[config.mk]
export PLATFORM = sky130hd
export DESIGN_NAME = interrupt_mode_controller
export DESIGN_NICKNAME = d
export VERILOG_FILES = /design/src/rtl/interrupt_mode_controller.sv
export SDC_FILE = /design/constraint.sdc
export NUM_CORES = 1
export LEC_CHECK = 0
export CAP_MARGIN = 25
export CORE_MARGIN = 2
export CORE_UTILIZATION = 30
export CTS_BUF_LIST = sky130_fd_sc_hd__clkbuf_8
export CTS_CLUSTER_SIZE = 8
export DETAILED_ROUTE_END_ITERATION = 12
export PLACE_DENSITY = 0.55
export SYNTH_ARGS = -nofsm -noshare
export SYNTH_HDL_FRONTEND = slang
export SYNTH_SLANG_ARGS = --single-unit
export TNS_END_PERCENT = 20
[constraint.sdc]
create_clock -name clk -period 2.2 [get_ports clk]
set_input_delay 0.22 -clock clk [delete_from_list [all_inputs] [get_ports clk]]
set_output_delay 0.22 -clock clk [all_outputs]
set_load 0.005 [all_outputs]
[src/rtl/interrupt_mode_controller.sv]
// -----------------------------------------------------------------------------
// interrupt_mode_controller
//
// Purpose:
//   Holds the interrupt mode (IM 0/1/2), the IFF1/IFF2 enable flip-flops and
//   the EI shadow.  Edge-detects NMI, arbitrates NMI/INT at instruction
//   boundaries, runs the interrupt-acknowledge handshake and emits a resolved
//   vector to the sequencer.
//
// Ports:
//   clk, notReset        clock / asynchronous active-low reset
//   im_set, im_sel       IM instruction strobe and its mode field
//   ei, di, retn         enable-flag strobes
//   insn_end             instruction boundary (only point of acceptance)
//   int_req, nmi_req     maskable level request / non-maskable edge request
//   ack_ready, data_in   acknowledge data handshake from the device
//   i_reg                I register (IM2 table page)
//   take_irq             pulse: next fetch replaced by interrupt sequence
//   ack_req              acknowledge cycle active
//   vec_valid            pulse: vec_kind/vec_addr/opcode_out valid
//   vec_kind             0 jump, 1 indirect via table, 2 execute opcode_out
//   vec_addr, opcode_out resolved vector / IM0 opcode (held between pulses)
//   im_mode, iff1, iff2  architectural interrupt state
//   busy                 controller not idle
//
// ADDR_W must equal 2*DATA_W (IM2 vector is {i_reg, data_in}).
// -----------------------------------------------------------------------------
module interrupt_mode_controller #(
   parameter int                DATA_W     = 8,
   parameter int                ADDR_W     = 16,
   parameter logic [ADDR_W-1:0] IM1_VECTOR = 16'h0038,
   parameter logic [ADDR_W-1:0] NMI_VECTOR = 16'h0066,
   parameter int                ACK_WAIT   = 2,
   parameter bit                IM2_ALIGN  = 1'b0
) (
   input  logic              clk,
   input  logic              notReset,
   input  logic              im_set,
   input  logic [1:0]        im_sel,
   input  logic              ei,
   input  logic              di,
   input  logic              retn,
   input  logic              insn_end,
   input  logic              int_req,
   input  logic              nmi_req,
   input  logic              ack_ready,
   input  logic [DATA_W-1:0] data_in,
   input  logic [DATA_W-1:0] i_reg,
   output logic              take_irq,
   output logic              ack_req,
   output logic              vec_valid,
   output logic [1:0]        vec_kind,
   output logic [ADDR_W-1:0] vec_addr,
   output logic [DATA_W-1:0] opcode_out,
   output logic [1:0]        im_mode,
   output logic              iff1,
   output logic              iff2,
   output logic              busy
);

   typedef enum logic [1:0] {
      ST_IDLE = 2'd0,
      ST_ACK  = 2'd1,
      ST_VEC  = 2'd2,
      ST_NMI  = 2'd3
   } state_t;

   localparam logic [3:0] ACK_WAIT_C = 4'(ACK_WAIT);

   // Map the IM opcode field onto a mode number: 0x->0, 10->1, 11->2.
   function automatic logic [1:0] decode_im(input logic [1:0] sel);
      logic [1:0] mode;
      if (sel[1] == 1'b0) begin
         mode = 2'd0;
      end else if (sel[0] == 1'b1) begin
         mode = 2'd2;
      end else begin
         mode = 2'd1;
      end
      return mode;
   endfunction

   state_t              state_r, state_next_s;
   logic [3:0]          wait_cnt_r, wait_cnt_next_s;
   logic                nmi_q_r, nmi_pending_r, ei_shadow_r;
   logic [1:0]          im_mode_r, mode_lat_r;
   logic                iff1_r, iff2_r;
   logic                take_irq_r, ack_req_r, vec_valid_r, busy_r;
   logic [1:0]          vec_kind_r;
   logic [ADDR_W-1:0]   vec_addr_r;
   logic [DATA_W-1:0]   opcode_r;

   logic                nmi_edge_s, nmi_any_s, int_ok_s;
   logic                accept_int_s, accept_nmi_s, capture_s;
   logic [1:0]          vec_kind_s;
   logic [ADDR_W-1:0]   vec_addr_s;
   logic                load_opcode_s;

   // An edge arriving in the boundary cycle itself counts as pending.
   assign nmi_edge_s = nmi_req & ~nmi_q_r;
   assign nmi_any_s  = nmi_pending_r | nmi_edge_s;
   assign int_ok_s   = int_req & iff1_r & ~ei_shadow_r;

   // FSM state and acknowledge wait counter register.
   always_ff @(posedge clk or negedge notReset) begin
      if (!notReset) begin
         state_r    <= ST_IDLE;
         wait_cnt_r <= 4'd0;
      end else begin
         state_r    <= state_next_s;
         wait_cnt_r <= wait_cnt_next_s;
      end
   end

   // FSM next-state, acceptance and capture decisions.
   always_comb begin
      state_next_s    = state_r;
      wait_cnt_next_s = wait_cnt_r;
      accept_int_s    = 1'b0;
      accept_nmi_s    = 1'b0;
      capture_s       = 1'b0;
      case (state_r)
         ST_IDLE: begin
            if (insn_end) begin
               if (nmi_any_s) begin
                  accept_nmi_s = 1'b1;
                  state_next_s = ST_NMI;
               end else if (int_ok_s) begin
                  accept_int_s    = 1'b1;
                  state_next_s    = ST_ACK;
                  wait_cnt_next_s = ACK_WAIT_C;
               end else begin
                  state_next_s = ST_IDLE;
               end
            end else begin
               state_next_s = ST_IDLE;
            end
         end
         ST_ACK: begin
            // ack_ready is only honoured once the minimum hold has elapsed.
            if (wait_cnt_r != 4'd0) begin
               wait_cnt_next_s = wait_cnt_r - 4'd1;
            end else if (ack_ready) begin
               capture_s    = 1'b1;
               state_next_s = ST_VEC;
            end else begin
               state_next_s = ST_ACK;
            end
         end
         ST_VEC:  state_next_s = ST_IDLE;
         ST_NMI:  state_next_s = ST_IDLE;
         default: state_next_s = ST_IDLE;
      endcase
   end

   // Vector resolution from the mode latched at acceptance.
   always_comb begin
      vec_kind_s    = 2'd0;
      vec_addr_s    = {ADDR_W{1'b0}};
      load_opcode_s = 1'b0;
      case (mode_lat_r)
         2'd0: begin
            vec_kind_s    = 2'd2;
            vec_addr_s    = {ADDR_W{1'b0}};
            load_opcode_s = 1'b1;
         end
         2'd1: begin
            vec_kind_s = 2'd0;
            vec_addr_s = IM1_VECTOR;
         end
         2'd2: begin
            vec_kind_s = 2'd1;
            if (IM2_ALIGN) begin
               vec_addr_s = {i_reg, data_in[DATA_W-1:1], 1'b0};
            end else begin
               vec_addr_s = {i_reg, data_in};
            end
         end
         default: begin
            vec_kind_s = 2'd0;
            vec_addr_s = IM1_VECTOR;
         end
      endcase
   end

   // Registered handshake and vector outputs.
   always_ff @(posedge clk or negedge notReset) begin
      if (!notReset) begin
         take_irq_r  <= 1'b0;
         ack_req_r   <= 1'b0;
         vec_valid_r <= 1'b0;
         busy_r      <= 1'b0;
         vec_kind_r  <= 2'd0;
         vec_addr_r  <= {ADDR_W{1'b0}};
         opcode_r    <= {DATA_W{1'b0}};
      end else begin
         take_irq_r  <= accept_int_s | accept_nmi_s;
         ack_req_r   <= (state_next_s == ST_ACK);
         vec_valid_r <= capture_s | accept_nmi_s;
         busy_r      <= (state_next_s != ST_IDLE);
         if (accept_nmi_s) begin
            vec_kind_r <= 2'd0;
            vec_addr_r <= NMI_VECTOR;
         end else if (capture_s) begin
            vec_kind_r <= vec_kind_s;
            vec_addr_r <= vec_addr_s;
            if (load_opcode_s) begin
               opcode_r <= data_in;
            end
         end
      end
   end

   // Interrupt enable flags and EI shadow.
   always_ff @(posedge clk or negedge notReset) begin
      if (!notReset) begin
         iff1_r      <= 1'b0;
         iff2_r      <= 1'b0;
         ei_shadow_r <= 1'b0;
      end else begin
         if (accept_int_s) begin
            iff1_r <= 1'b0;
            iff2_r <= 1'b0;
         end else if (accept_nmi_s) begin
            iff1_r <= 1'b0;
         end else if (di) begin
            iff1_r <= 1'b0;
            iff2_r <= 1'b0;
         end else if (ei) begin
            iff1_r <= 1'b1;
            iff2_r <= 1'b1;
         end else if (retn) begin
            iff1_r <= iff2_r;
         end
         // Shadow covers exactly the first boundary after EI.
         if (di) begin
            ei_shadow_r <= 1'b0;
         end else if (ei) begin
            ei_shadow_r <= 1'b1;
         end else if (insn_end) begin
            ei_shadow_r <= 1'b0;
         end
      end
   end

   // NMI edge detector and pending latch; edge register resets high so a
   // request held through reset does not fire.
   always_ff @(posedge clk or negedge notReset) begin
      if (!notReset) begin
         nmi_q_r       <= 1'b1;
         nmi_pending_r <= 1'b0;
      end else begin
         nmi_q_r <= nmi_req;
         if (accept_nmi_s) begin
            nmi_pending_r <= 1'b0;
         end else if (nmi_edge_s) begin
            nmi_pending_r <= 1'b1;
         end
      end
   end

   // Interrupt mode register and the copy frozen for the current acknowledge.
   always_ff @(posedge clk or negedge notReset) begin
      if (!notReset) begin
         im_mode_r  <= 2'd0;
         mode_lat_r <= 2'd0;
      end else begin
         if (im_set) begin
            im_mode_r <= decode_im(im_sel);
         end
         if (accept_int_s) begin
            mode_lat_r <= im_mode_r;
         end
      end
   end

   assign take_irq   = take_irq_r;
   assign ack_req    = ack_req_r;
   assign vec_valid  = vec_valid_r;
   assign vec_kind   = vec_kind_r;
   assign vec_addr   = vec_addr_r;
   assign opcode_out = opcode_r;
   assign im_mode    = im_mode_r;
   assign iff1       = iff1_r;
   assign iff2       = iff2_r;
   assign busy       = busy_r;

endmodule

Word level (Yosys, flattened, before mapping) --
Index checks and enable logic that the tools add are counted.
Storage, ports and cells: word-level logic and storage cells 94, output and inout port bits 34, register bits 45, bits of input ports 28
Cells by class: bitwise operators 9, eq/ne operators 10, reductions and logical operators 14, add/subtract/negate cells 1, multiplexer cells 44
Operators by type and width (count):
- $mux W16 | 2
- $pmux W16 S2 | 1
- $mux W1 | 26
- $mux W2 | 8
- $mux W4 | 4
- $ne A2 B2 Y1 const B | 5
- $pmux W4 S2 | 1
- $reduce_bool A2 Y1 | 4
- $eq A2 B2 Y1 const B | 3
- $pmux W2 S3 | 1
- $reduce_bool A3 Y1 | 2
- $reduce_and A5 Y1 | 1
- $reduce_bool A5 Y1 | 1
- $eq A2 B1 Y1 const B | 2
- $logic_not A2 Y1 | 2
- $pmux W2 S2 | 1
- $reduce_bool A4 Y1 | 1
- $sub A4 B1 Y4 const B | 1
- $and A1 B1 Y1 | 3
- $not A1 Y1 | 3
- $or A1 B1 Y1 | 3
- $reduce_and A3 Y1 | 1
- $reduce_and A2 Y1 | 1
- $reduce_or A2 Y1 | 1

Longest topological paths before layout --
depth in word-level cells 8, mapped depth 8, depth with buffers taken out 7

Least setup slack after synthesis --
No wires, ideal clock.
path type register -> register, start point register wait_cnt_r[0], end point register opcode_r[0] (netlist: opcode_out[0]), cell stages (with the launch flop) 8, library setup time 125 ps, required time 2075 ps, data arrival time 1682 ps, clock period less this slack 1807 ps, slack 393 ps, buffers on the path 1, cells stage by stage dfrtp_1 > inv_1 > ha_1 > and2b_2 > nand4_4 > or3_1 > buf_6 > mux2_4
Between the ends: cells in the longest elaborated chain, start to end 4
Ends and longest elaborated chain:
- start, declared | line 84 | logic [3:0] wait_cnt_r, wait_cnt_next_s;
- start signal, assigned | line 111 | wait_cnt_r <= wait_cnt_next_s;
- $reduce_bool A4 Y1 | line 141 | if (wait_cnt_r != 4'd0) begin
- $mux W1 | line 141
- $mux W1 | line 122 | case (state_r)
- $reduce_and A3 Y1 (no line)
- end signal, assigned | line 195 | opcode_r <= {DATA_W{1'b0}};
- end signal, assigned | line 208 | opcode_r <= data_in;
- end, declared | line 91 | logic [DATA_W-1:0] opcode_r;
No other way between the ends. A chain may end at the register's enable or synchronous reset.

Worst setup path after layout --
start point register wait_cnt_r[0], end point register opcode_r[6] (netlist: opcode_out[6])
The elaborated chain is that of the path after synthesis.

==> results.md <==
* Syn Nets at 180
* Register area share after synthesis at between 50% and 60%
* Peak supply drop at around 390 µV
* Syn avg cell area at approximately 13 µm²
* Final WL at about 4400 µm
* CTS H-tree lvls at 2
* Die X at around 83 µm
* Final period utilization at a little under 90%
* Core area at around 6000 µm²
* GRT Util Overall at 13.2%
* # rows at 28
* Syn. warnings at 0
* Layout area overhead at 42.4%
* # port buffers at 61
* Buf+Inv Stages, Crit Path at 1
* Drt pass-1 iters at 4
* DRT met1 WL at approximately 2300 µm
* Vias in the first global route at 1457
* Largest net degree at the start of global routing at 46
* Cell Area, Synth at roughly 1900 µm²
* Buffer levels on the longest clock path at 2
* Clock skew at 9.16 ps
* Crit Path Max Fanout at 9
* WL/cell at roughly 15 µm
* Pleak at 0.00120 µW
* Remaining DRCs at 0
* Antenna violations before repair at 0
* Hold slack at -2.08 ps
* Metal2 WL at 1860 µm
* Fraction of registers with async set or reset after synthesis at between 90% and 100%
* Max transition margin at approximately a third
* Tightest Pin Transition at between 1000 and 1500 ps
* GRT overflow at 0
* Gpl congestion at 0.754
* Synth area leaders: dfrtp_1, mux2_4, a32o_1, a21oi_1, inv_1
* Top cell type's share of synthesized area at approximately three fifths
* Net Switching at 866 µW
* ANT cells at 0
* # nets final at 247
* Sequential cell area at about 1100 µm²
* Total negative slack at 0 ps
* Synth area leader: dfrtp_1
* Final ANT Viol Nets at 0
* Area post-placement at ~2600 µm²
* Pwr dens at 1020 nW/µm²
* FILL cells at a little under 600
* Skew-Pair Late Insertion Delay at 300 ps
* First-pass GRT wire length at 7340 µm
* CP top delay family: simple AND/OR/NAND/NOR gates
* Max Cap Violations at 0
* DPL Wire Length at between 3000 and 4000 µm
* Int Power at approximately 1900 µW
* Final Setup Violations at 0
* Routed met3 length at ~220 µm
* Area of the multi-input gates at around 700 µm²
* Crit-path slowest cell: or3_4
* Crit end category: register
* Clock sink count at 45
* Initial Utilization at between 30% and 40%
* Yosys reg bits at 45
* Synth cell types at 42
* Number of synthesized flops with an enable pin at 0
* Max incr delay on CP at 470 ps
* Sw Ratio at 31.6%
* Layout cells sized above 1 at 15.1%
* Ys flop type: dfrtp_1
* Combinational power share at 36.5%
* Die Area at roughly 7000 µm²
* Mapped Cells at approximately 150
* Initial detailed-routing violation count at 66
* HP Class: in -> async
* Max Fclk at 520 MHz
* Final Cell Area at 2700 µm²
* Endpoints failing hold at 12
* Sequential share of power at roughly 43%
* Run status: finished, violations left
* Clock Pin Slew Worst Setup and Hold Paths at 80 ps
* Vias per inst at approximately 4.8
* Root buffer cell: clkbuf_8
* Clock share of power at 20.6%
* Top Metal Used: met4
* Total setup buffers inserted after CTS at 0
* CP cell instances: inv_1, ha_1, and2b_2, nand4_4, or3_4, mux2_4
* RSZ-0062 raised after global routing: false
* Vias at roughly 1400
* Critical Path RT at about 2400 ps
* CTS buffer count at 5
* WS Path Type: reg -> reg
* CTS tree: built
* Failing checks: negative hold slack
* WP data arrival at between 2000 and 2500 ps
* Io pins at slightly above 60
* Die Y at 83.5 µm
* Min cycle time layout at 1920 ps
* Final Max Tran Viols at 0
* Critical path launch point type: register
==> stage by stage <==
| step | util [%] | setup slack [ps] | total power (µW) | hold slack [ps] | cells |
|---|---|---|---|---|---|
| after floorplan | - | 393 | 1710 | -75.6 | 151 |
| after global placement | 43.0 | 143 | 2200 | 344 | 286 |
| after detailed placement | 43.0 | 66.0 | 2200 | 350 | 286 |
| after CTS | 44.7 | 62.9 | 2780 | 19.4 | 294 |
| after global routing | 44.8 | 125 | 2920 | 51.0 | 294 |
| final | 44.8 | 277 | 2740 | -2.08 | 294 |
==> routing by layer <==
metal | up-vias | global-route usage [%]
met5 | - | 0
met4 | 0 | 4.40
met3 | 7 | 3.66
met2 | 42 | 18.5
met1 | 683 | 19.6
li1 | 693 | -
==> cells by family after synthesis <==
logic type               after synthesis  synth area share [%]
multiplexers                          10                  7.53
adder cells (fa/ha/maj)                1                 0.660
flip-flops                            45                  59.5
buffers and inverters                 14                  3.50
AND/OR/NAND/NOR                       40                  12.8
AO/OA/AOI/OAI                         41                  16.0
==> registers in the layout, indices dropped and copies added, names as in the netlist <==
register       flops
busy               1
ack_req            1
vec_addr          16
iff1               1
nmi_q_r            1
opcode_out         8
vec_valid          1
vec_kind           2
wait_cnt_r         4
ei_shadow_r        1
state_r            2
mode_lat_r         2
iff2               1
nmi_pending_r      1
im_mode            2
take_irq           1
==> what timing repair did <==
item                                    in CTS  in global routing
endpoints found under the setup margin       0                  8
gates resized for setup                      0                  1
hold buffers                                 0                  0
==> cell usage in the layout, fill, tap and decap left out, types with 3 or more instances in the layout <==
master and instances:
o21ai_0 4, nor3_1 5, clkdlybuf4s50_1 60, nand2_1 6, a32o_1 10, dfrtp_1 44
clkbuf_8 7, mux2_4 8, nor2b_1 3, inv_1 9, nor2_1 8, a21oi_1 13
buf_4 4
==> Yosys cell counts, types with 3 or more instances <==
cell / count
a32o_1: 10
mux2_4: 8
nor2b_1: 3
or3_1: 3
nor2_1: 8
o21ai_0: 4
a21oi_1: 13
inv_1: 9
nand2_1: 6
dfrtp_1: 44
nor3_1: 5
==> power groups by stage <==
stage | registers [µW] | clock network, µW | logic (µW)
2_1_floorplan | 1180 | 0 | 528
3_3_place_gp | 1190 | 0 | 1010
3_5_place_dp | 1190 | 0 | 1010
4_1_cts | 1180 | 582 | 1010
5_1_grt | 1200 | 613 | 1100
6_report | 1180 | 565 | 1000
==> area by class of cell <==
cell class	instances	share of cell area [%]
repair buffers	65	23.6
flip-flops and latches	45	41.8
clock inverters	1	0.186
clock buffers	7	3.57
well taps	75	3.48
multi-input cells	92	26.2
inverters	9	1.25
==> worst paths after layout <==
path                                 end  slack [ps]     startpoint  cells past startpoint
max                        opcode_out[6]         280  wait_cnt_r[0]                      6
min                        opcode_out[5]          -2       notReset                      2
max reg2reg                opcode_out[6]         280  wait_cnt_r[0]                      6
min reg2reg                  vec_addr[7]         490    vec_addr[7]                      1
max in group asynchronous       take_irq        1820       notReset                      2
min in group clk                 nmi_q_r         360        nmi_req                      1
No activity file was read; power rests on OpenSTA's default activity.
